[config.mk]
export PLATFORM = sky130hd
export DESIGN_NAME = bcd_to_binary
export DESIGN_NICKNAME = d
export VERILOG_FILES = /design/src/rtl/bcd_to_binary.sv
export SDC_FILE = /design/constraint.sdc
export NUM_CORES = 1
export LEC_CHECK = 0
export CAP_MARGIN = 25
export CELL_PAD_IN_SITES_DETAIL_PLACEMENT = 1
export CELL_PAD_IN_SITES_GLOBAL_PLACEMENT = 1
export CORE_MARGIN = 3
export CORE_UTILIZATION = 42
export DETAILED_ROUTE_END_ITERATION = 6
export PLACE_DENSITY = 0.86
export REMOVE_ABC_BUFFERS = 1
export SETUP_SLACK_MARGIN = 0.02
export SYNTH_ARGS = -nofsm -noshare
export SYNTH_HDL_FRONTEND = slang
export SYNTH_SLANG_ARGS = --single-unit
[constraint.sdc]
create_clock -name clk -period 2.95 [get_ports clk]
set_input_delay 0.59 -clock clk [delete_from_list [all_inputs] [get_ports clk]]
set_output_delay 0.59 -clock clk [all_outputs]
set_load 0.02 [all_outputs]
[src/rtl/bcd_to_binary.sv]
// bcd_to_binary: sequential reverse double-dabble BCD-to-binary converter, one bit per clock.
// Define BCD_DIGIT_CHECK_EN to reject inputs containing digits above 9 (sets error, skips SHIFT).
module bcd_to_binary #(
   parameter int N      = 20,
   parameter int DIGITS = 6
) (
   input  logic                  clk,
   input  logic                  rst,
   input  logic                  start,
   input  logic [4*DIGITS-1:0]   bcd_in,
   output logic                  ready,
   output logic                  busy,
   output logic                  done,
   output logic [N-1:0]          binary,
   output logic                  error
);
   localparam int BW = 4 * DIGITS;
   localparam int CW = N > 1 ? $clog2(N) : 1;
   typedef enum logic [1:0] {IDLE, SHIFT, DONE} state_t;
   state_t state, state_nx;
   logic [BW-1:0] bcd_reg, bcd_sh;
   logic [N-1:0] bin_reg, bin_sh;
   logic [CW-1:0] cnt;
   logic last, bad, accept;
   assign ready  = state == IDLE;
   assign busy   = state == SHIFT;
   assign done   = state == DONE;
   assign last   = cnt == CW'(N - 1);
   assign accept = ready && start;
   // a digit >= 8 has its MSB set; subtracting 3 undoes the +3 the forward algorithm applied
   always_comb begin
      bcd_sh = {1'b0, bcd_reg[BW-1:1]};
      bin_sh = {bcd_reg[0], bin_reg[N-1:1]};
      for (int i = 0; i < DIGITS; i++)
         if (bcd_sh[4*i+3]) bcd_sh[4*i+:4] = bcd_sh[4*i+:4] - 4'd3;
   end
`ifdef BCD_DIGIT_CHECK_EN
   always_comb begin
      bad = 1'b0;
      for (int i = 0; i < DIGITS; i++) bad = bad | (bcd_in[4*i+:4] > 4'd9);
   end
   always_ff @(posedge clk or posedge rst)
      if (rst) error <= 1'b0;
      else if (accept) error <= bad;
`else
   assign bad   = 1'b0;
   assign error = 1'b0;
`endif
   always_ff @(posedge clk or posedge rst)
      if (rst) state <= IDLE;
      else state <= state_nx;
   always_comb begin
      state_nx = IDLE;
      state_nx = state == IDLE  ? (start ? (bad ? DONE : SHIFT) : IDLE) :
                 state == SHIFT ? (last ? DONE : SHIFT) : IDLE;
   end
   always_ff @(posedge clk or posedge rst)
      if (rst) begin
         bcd_reg <= '0;
         bin_reg <= '0;
         cnt     <= '0;
         binary  <= '0;
      end else if (accept) begin
         bcd_reg <= bcd_in;
         bin_reg <= '0;
         cnt     <= '0;
         if (bad) binary <= '0;
      end else if (busy) begin
         bcd_reg <= bcd_sh;
         bin_reg <= bin_sh;
         cnt     <= cnt + 1'b1;
         if (last) binary <= bin_sh;
      end
endmodule

# == After elaboration in Yosys (flattened, before gate mapping) ==
# Cells that the tools add are included.
# totals
regBits,71
in_bits,27
output_inout_bits,24
word_cells,34
# classes
addsub,6
eq_ne,3
mux,15
bitwise,1
n_reduce_logical,4
# op_table
cell,n
$mux 24,2
$mux 20,2
$mux 4,5
$sub 4x2->4 const B,5
$mux 5,2
$mux 2,3
$add 5x1->5 const B,1
$eq 5x5->1 const B,1
$reduce_and 3->1,1
$eq 2x1->1 const B,1
$eq 2x2->1 const B,1
$logic_not 2->1,1
$reduce_bool 2->1,1
$logic_and 1x1->1,1
$mux 1,1
$not 1->1,1

# == Logic depth before layout (Yosys ltp) ==
# Gate-level depths: netlist of run 1.
# logic_depth
depth_word,4
mapped_depth,7

# == Least setup slack after synthesis of run 1 ==
# Ideal clock, no wire load.
# synth_path
path_type,reg2out
start,reg state[1]
end,out busy
arrival_ps,1156
required_ps,2360
path_slack_ps,1204
path_stages_with_launch,5
path_cell_list,dfrtp_1 -> nand2b_1 -> buf_6 -> inv_6 -> clkbuf_1
# synth_via
elab_chain_cells,1
# synth_rtl
item,line_no,source
start: declaration,20,"state_t state, state_nx;"
start signal: assignment,51,else state <= state_nx;
$eq 2x1->1,26,assign busy = state == SHIFT;
end: declaration,12,"output logic busy,"
# No other way between the ends.

# == Final worst setup path of run 1 ==
# layout_path
start,reg state[1]
end,out done
# layout_via
elab_chain_cells,1
# layout_rtl
item,line_no,source
$eq 2x2->1,27,assign done = state == DONE;
end: declaration,13,"output logic done,"
# No other way between the ends.

==> results of run 1 <==
## cells in the final DEF (no fill, tap or decap), drive strengths merged, types with 5 or more instances in the layout
cell type       n
a21oi           8
a22oi           5
buf            10
clkbuf         10
clkdlybuf4s50  49
dfrtp          70
ha              6
inv             5
mux2           23
nand2          57
nand3          23
nor2            9
nor2b           7
o21ai          17
o22ai          12
xnor2           5
xor2            5
## metal layers
layer  track usage, %  wire length (um)
met5                0                 0
met4            8.063               124
met3            2.965               216
met2            32.45              4289
met1            25.17              3656
## how the worst max path moves through the flow
| stage | from | end | slack, ns |
|---|---|---|---|
| after global placement | start | bcd_reg[19]$_DFFE_PP0P_ | 0.63 |
| after CTS | state[1]$_DFF_PP0_ | busy | 0.48 |
| after global routing | state[1]$_DFF_PP0_ | done | 0.35 |
| after detailed placement | start | bcd_reg[3]$_DFFE_PP0P_ | 0.42 |
| after floorplan | state[0]$_DFF_PP0_ | binary[0]$_DFFE_PP0P_ | 0.40 |
| final | state[1]$_DFF_PP0_ | done | 0.41 |
## worst min-delay path, cell delays in order (launching register included)
cell and delay (ns):
dfrtp_1 0.37, nand2_1 0.06, nand2_1 0.05
## where the power goes
| group | internal (mW) | switching (mW) | total, mW |
|---|---|---|---|
| Combinational | 0.970 | 1.04 | 2.01 |
| Clock | 0.496 | 0.368 | 0.864 |
| Sequential | 1.40 | 0.410 | 1.81 |
| Total | 2.87 | 1.82 | 4.69 |
## cell type report
class | count | area, um^2
Clock buffer | 10 | 137.6
Sequential cell | 70 | 1752
Clock inverter | 6 | 85.08
Timing Repair Buffer | 59 | 598.1
Multi-Input combinational cell | 207 | 1388
Fill cell | 800 | 3301
Inverter | 5 | 23.77
Tap cell | 99 | 123.9
## cell families after synthesis
logic type	share of synthesized area [%]
flops	53.66
buf+inv	3.833
compound gates	11.61
mux	11.04
xor+xnor	2.683
simple gates	14.76
fa+ha+maj	2.300
other cells	0.1149
==> flow_summary.yaml, run 1 <==
synth:
  syn_inst: 300
  synth_area_leaders: "dfrtp_1 54%, mux2_4 8.7%, nand2_1 6.6%"
  synth-seq-cells: 70
  synthDistinctLibCells: 35
  ys_seq_area_share_pct: 53.66
  synth_ff_type: "dfrtp_1"
  synth_common_cells: "70 x dfrtp_1, 57 x nand2_1, 23 x nand3_1"
  async_reset_ff_share_pct: 100.0
  syn-cell-area_um2: 3264
  avgSynthCellArea_um2: 10.88
  ys_warn_count: 0
  synth_area_leader_cell: "dfrtp_1"
  yosysMostFrequentCell: "dfrtp_1"
  synth_edf_count: 0
  synth_top_area_share_pct: 53.66
critical_path:
  cp-end-kind: "output port"
  crit_chain: "buf_4 -> inv_1 -> nor2_1 -> clkdlybuf4s50_1"
  cp_slowest_cell: "clkdlybuf4s50_1"
  crit_required_ns: 2.36
  path_depth: 4
  ff2ff_path_depth: 4
  worstPathArrival_ns: 1.95
  reg2reg_slack_ns: 0.95
  crit_buf_inv: 3
  worstSetupStartpointType: "register"
  critPathMaxFanout: 13
  rr_endpoint: "binary[12]$_DFFE_PP0P_"
  crit_type: "register to output port"
  cpPeakStageDelay_ns: 0.63
  cp_top_family: "buffers and inverters"
  r2r-start: "state[1]$_DFF_PP0_"
power:
  ir_drop_v: 0.0004452
  leakagePower_nw: 1.903
  powerDensity_nw_per_um2: 1142
  p_total_mw: 4.689
route:
  drtAntennaViolNets: 0
  post_drt_wl_per_cell_um: 18.17
  vias_per_cell: 5.456
  drt_iter0_markers: 166
  vias: 2488
  dr.pass1.iters: 4
  drcViolationCount: 0
  drt_wl_total_um: 8286
sta:
  drv_slew: 0
  layout_min_cycle_time_ns: 2.542
  rsz0062_at_grt: "false"
  fmax_mhz: 393.4
  slew_headroom_pct: 56.64
  fin_worst_skew_ns: 0.006872
  report.final.setup_viol: 0
  final_hold_viol_count: 0
  layout_setup_ws_ns: 0.4080
  tightest_slew_ns: 0.6495
  fin_hold_ws_ns: 0.5006
  finalSetupTns_ns: 0
  period_share_pct: 86.17
finish:
  stdcell_area_um2: 4108
  areaGrowthSynthToFinish_pct: 25.83
  largest_register_ffs: 24
  instances_no_fill: 456
  final_util_pct: 55.45
  final_nets: 385
  drive_gt1_share_pct: 14.85
  n_antenna_cell: 0
die:
  fp.dieH_um: 94.16
  start_util_pct: 44.06
  ios: 51
  fp-row-count: 31
  design.die.area_um2: 8866
  die_x_um: 94.16
  core_region_area_um2: 7408
clock_network:
  post_cts_buffers: 0
  cts_max_path_buffers: 2
  insertion_delay_ns: 0.34
  root_buffer: "clkbuf_8"
  cts_resized: 0
  cts_made_buffers: 9
  path_clk_slew_ns: 0.07
  postCtsHoldBufs: 0
  clock-sinks: 70
  cts_tree: "built"
  htree_num_levels: 3
placement:
  dp.cells: 439
  globalplace.congestion: 0.8029
  portBuffers: 49
  place_area_um2: 3857
  post-place-ws_ns: 0.4200
  hpwl_um: 5513
global_route:
  grt_pass1_vias: 2674
  grt_antenna_before_repair: 0
  grt_use_total_pct: 19.45
  grt_pass1_wl_um: 13390
  grt_overflow: 0
  grt_max_degree: 42
min_path:
  hold_end: "bin_reg[16]$_DFFE_PP0P_"
  hold_path_class: "register to register"
  worstHoldStart: "bin_reg[17]$_DFFE_PP0P_"
  hold_path_depth: 2
run:
  cap_violations: 0
run_status:
  outcome: "finished, final reports clean"
Note: power is estimated with default switching activity, not from simulation.
==> run 2, diff against run 1 <==
--- a/config.mk
+++ b/config.mk
@@ -11,8 +11,8 @@
 export CORE_MARGIN = 3
 export CORE_UTILIZATION = 42
 export DETAILED_ROUTE_END_ITERATION = 6
+export MAX_ROUTING_LAYER = met4
 export PLACE_DENSITY = 0.86
-export REMOVE_ABC_BUFFERS = 1
 export SETUP_SLACK_MARGIN = 0.02
 export SYNTH_ARGS = -nofsm -noshare
 export SYNTH_HDL_FRONTEND = slang
==> run 2 against run 1 <==
Effect of this change:
- sequential share of layout area rose by 0.73 points
- sequential power barely moved
- final cell count is 0.66% lower
- register-to-register slack worse by 0.08 ns
- clock-buffer cell count decreased by 1
- global-route usage rose by 0.49 points
- non-clock buffer count decreased by 3
- final area is 1.7% lower
- first-iteration DRC count fell by 11%
- die area stayed put
- via count fell by 0.72%
- highest routed layer unchanged
==> flow_summary.yaml, run 2 (synthesis results as in run 1) <==
finish:
  final_nets: 382
  fillers: 795
  final_cell_mix: "70 x dfrtp_1, 57 x nand2_1, 49 x clkdlybuf4s50_1"
  drive_gt1_share_pct: 14.12
  ff_latch_area_um2: 1752
  n_antenna_cell: 0
  largest_register_ffs: 24
  mostFrequentLayoutCell: "dfrtp_1"
  multi_input_area_um2: 1388
  areaGrowthSynthToFinish_pct: 23.73
power:
  powerDensity_nw_per_um2: 1128
  switching_share_pct: 39.84
  p_clk_share_pct: 17.2
  p_seq_share_pct: 39.5
  p_total_mw: 4.555
  internal_power_mw: 2.740
  leakagePower_nw: 1.867
  combPwrFrac_pct: 43.3
  ir_drop_v: 0.0004807
  switchingPower_mw: 1.815
global_route:
  grtUsageMet3_pct: 4.327
  grt_max_degree: 71
  grt_use_met2_pct: 32.27
  grt_overflow: 0
  use_met1_pct: 24.12
  grt_pass1_vias: 2625
  grt_use_total_pct: 19.94
  top_usage_layer: "met2"
  grt_pass1_wl_um: 13180
  grt_antenna_before_repair: 0
critical_path:
  crit_type: "register to output port"
  cp-end-kind: "output port"
  crit_required_ns: 2.36
  worstPathArrival_ns: 1.98
  critPathMaxFanout: 27
  worstSetupStartpointType: "register"
die:
  die_x_um: 94.16
  ios: 51
  start_util_pct: 44.06
  fp.dieH_um: 94.16
  core_region_area_um2: 7408
  fp-row-count: 31
  design.die.area_um2: 8866
sta:
  finalSetupTns_ns: 0
  fmax_mhz: 389.0
  fin_worst_skew_ns: 0.006731
  rsz0062_at_grt: "false"
  drv_slew: 0
  report.final.setup_viol: 0
  period_share_pct: 87.15
  final_hold_viol_count: 0
  tightest_slew_ns: 1.038
  layout_setup_ws_ns: 0.3792
  layout_min_cycle_time_ns: 2.571
  slew_headroom_pct: 30.77
route:
  drt_iter0_markers: 147
  post_drt_wl_per_cell_um: 17.59
  drcViolationCount: 0
  drtAntennaViolNets: 0
  dr.pass1.iters: 4
  vias_per_cell: 5.453
  drt_wl_total_um: 7970
  vias: 2470
synth:
  syn_nets: 333
clock_network:
  cts_resized: 0
  post_cts_buffers: 0
  cts_tree: "built"
  postCtsHoldBufs: 0
  path_clk_slew_ns: 0.08
  clock-sinks: 70
  insertion_delay_ns: 0.35
  cts_made_buffers: 9
  cts_max_path_buffers: 2
  htree_num_levels: 3
  root_buffer: "clkbuf_8"
placement:
  hpwl_um: 5224
  post-place-ws_ns: 0.5268
  globalplace.congestion: 0.7677
  portBuffers: 49
run_status:
  outcome: "finished, final reports clean"
run:
  cap_violations: 0
min_path:
  hold_path_class: "register to register"
## run 2: area by class of cell
cell class                      count  area share (%)
Timing Repair Buffer               56           13.75
Inverter                            5          0.5886
Tap cell                           99           3.067
Multi-Input combinational cell    207           34.36
Clock buffer                        9           3.067
Clock inverter                      7           1.797
Sequential cell                    70           43.37
## run 2: stage by stage
| stage | hold slack (ns) | utilization, % | area (um^2) | std cells |
|---|---|---|---|---|
| floorplan | 0.4502 | - | 3264 | 300 |
| global placement | 0.4691 | 51.87 | 3842 | 437 |
| detailed placement | 0.4858 | 51.87 | 3842 | 437 |
| CTS | 0.5134 | 54.52 | 4039 | 453 |
| global route | 0.5393 | 54.52 | 4039 | 453 |
| finish | 0.5106 | 54.52 | 4039 | 453 |
## run 2: worst max-delay path, stage by stage, from the launching register on
cell and delay, ns:
dfrtp_1 0.47, nand2b_1 0.26, inv_6 0.23, clkdlybuf4s50_1 0.65
## run 2: path summary, 6_finish.rpt
| path | from | to | slack (ns) | depth (start not counted) |
|---|---|---|---|---|
| setup / recovery | state[1]$_DFF_PP0_ | busy | 0.38 | 3 |
| hold / removal | bcd_reg[23]$_DFFE_PP0P_ | bcd_reg[23]$_DFFE_PP0P_ | 0.51 | 2 |
| setup reg to reg | state[1]$_DFF_PP0_ | bcd_reg[15]$_DFFE_PP0P_ | 0.87 | 4 |
| hold reg to reg | bcd_reg[23]$_DFFE_PP0P_ | bcd_reg[23]$_DFFE_PP0P_ | 0.51 | 2 |
| max in group asynchronous | rst | state[1]$_DFF_PP0_ | 2.02 | 3 |
| min in group asynchronous | rst | bin_reg[13]$_DFFE_PP0P_ | 0.61 | 3 |
## run 2: power groups by stage
stage               clock [mW]  combinational [mW]  sequential, mW
floorplan                    0                1.21            1.86
global placement             0                1.86            1.78
detailed placement           0                1.98            1.81
CTS                      0.797                2.00            1.80
global route             0.842                2.19            1.87
finish                   0.784                1.97            1.80
## run 2: metal layers
metal,up-vias,part of all wire (%),routed length (um)
li1,1153,-,-
met1,1255,43,3462
met2,48,51,4073
met3,14,3.3,263
met4,0,2.1,170
met5,-,0,0
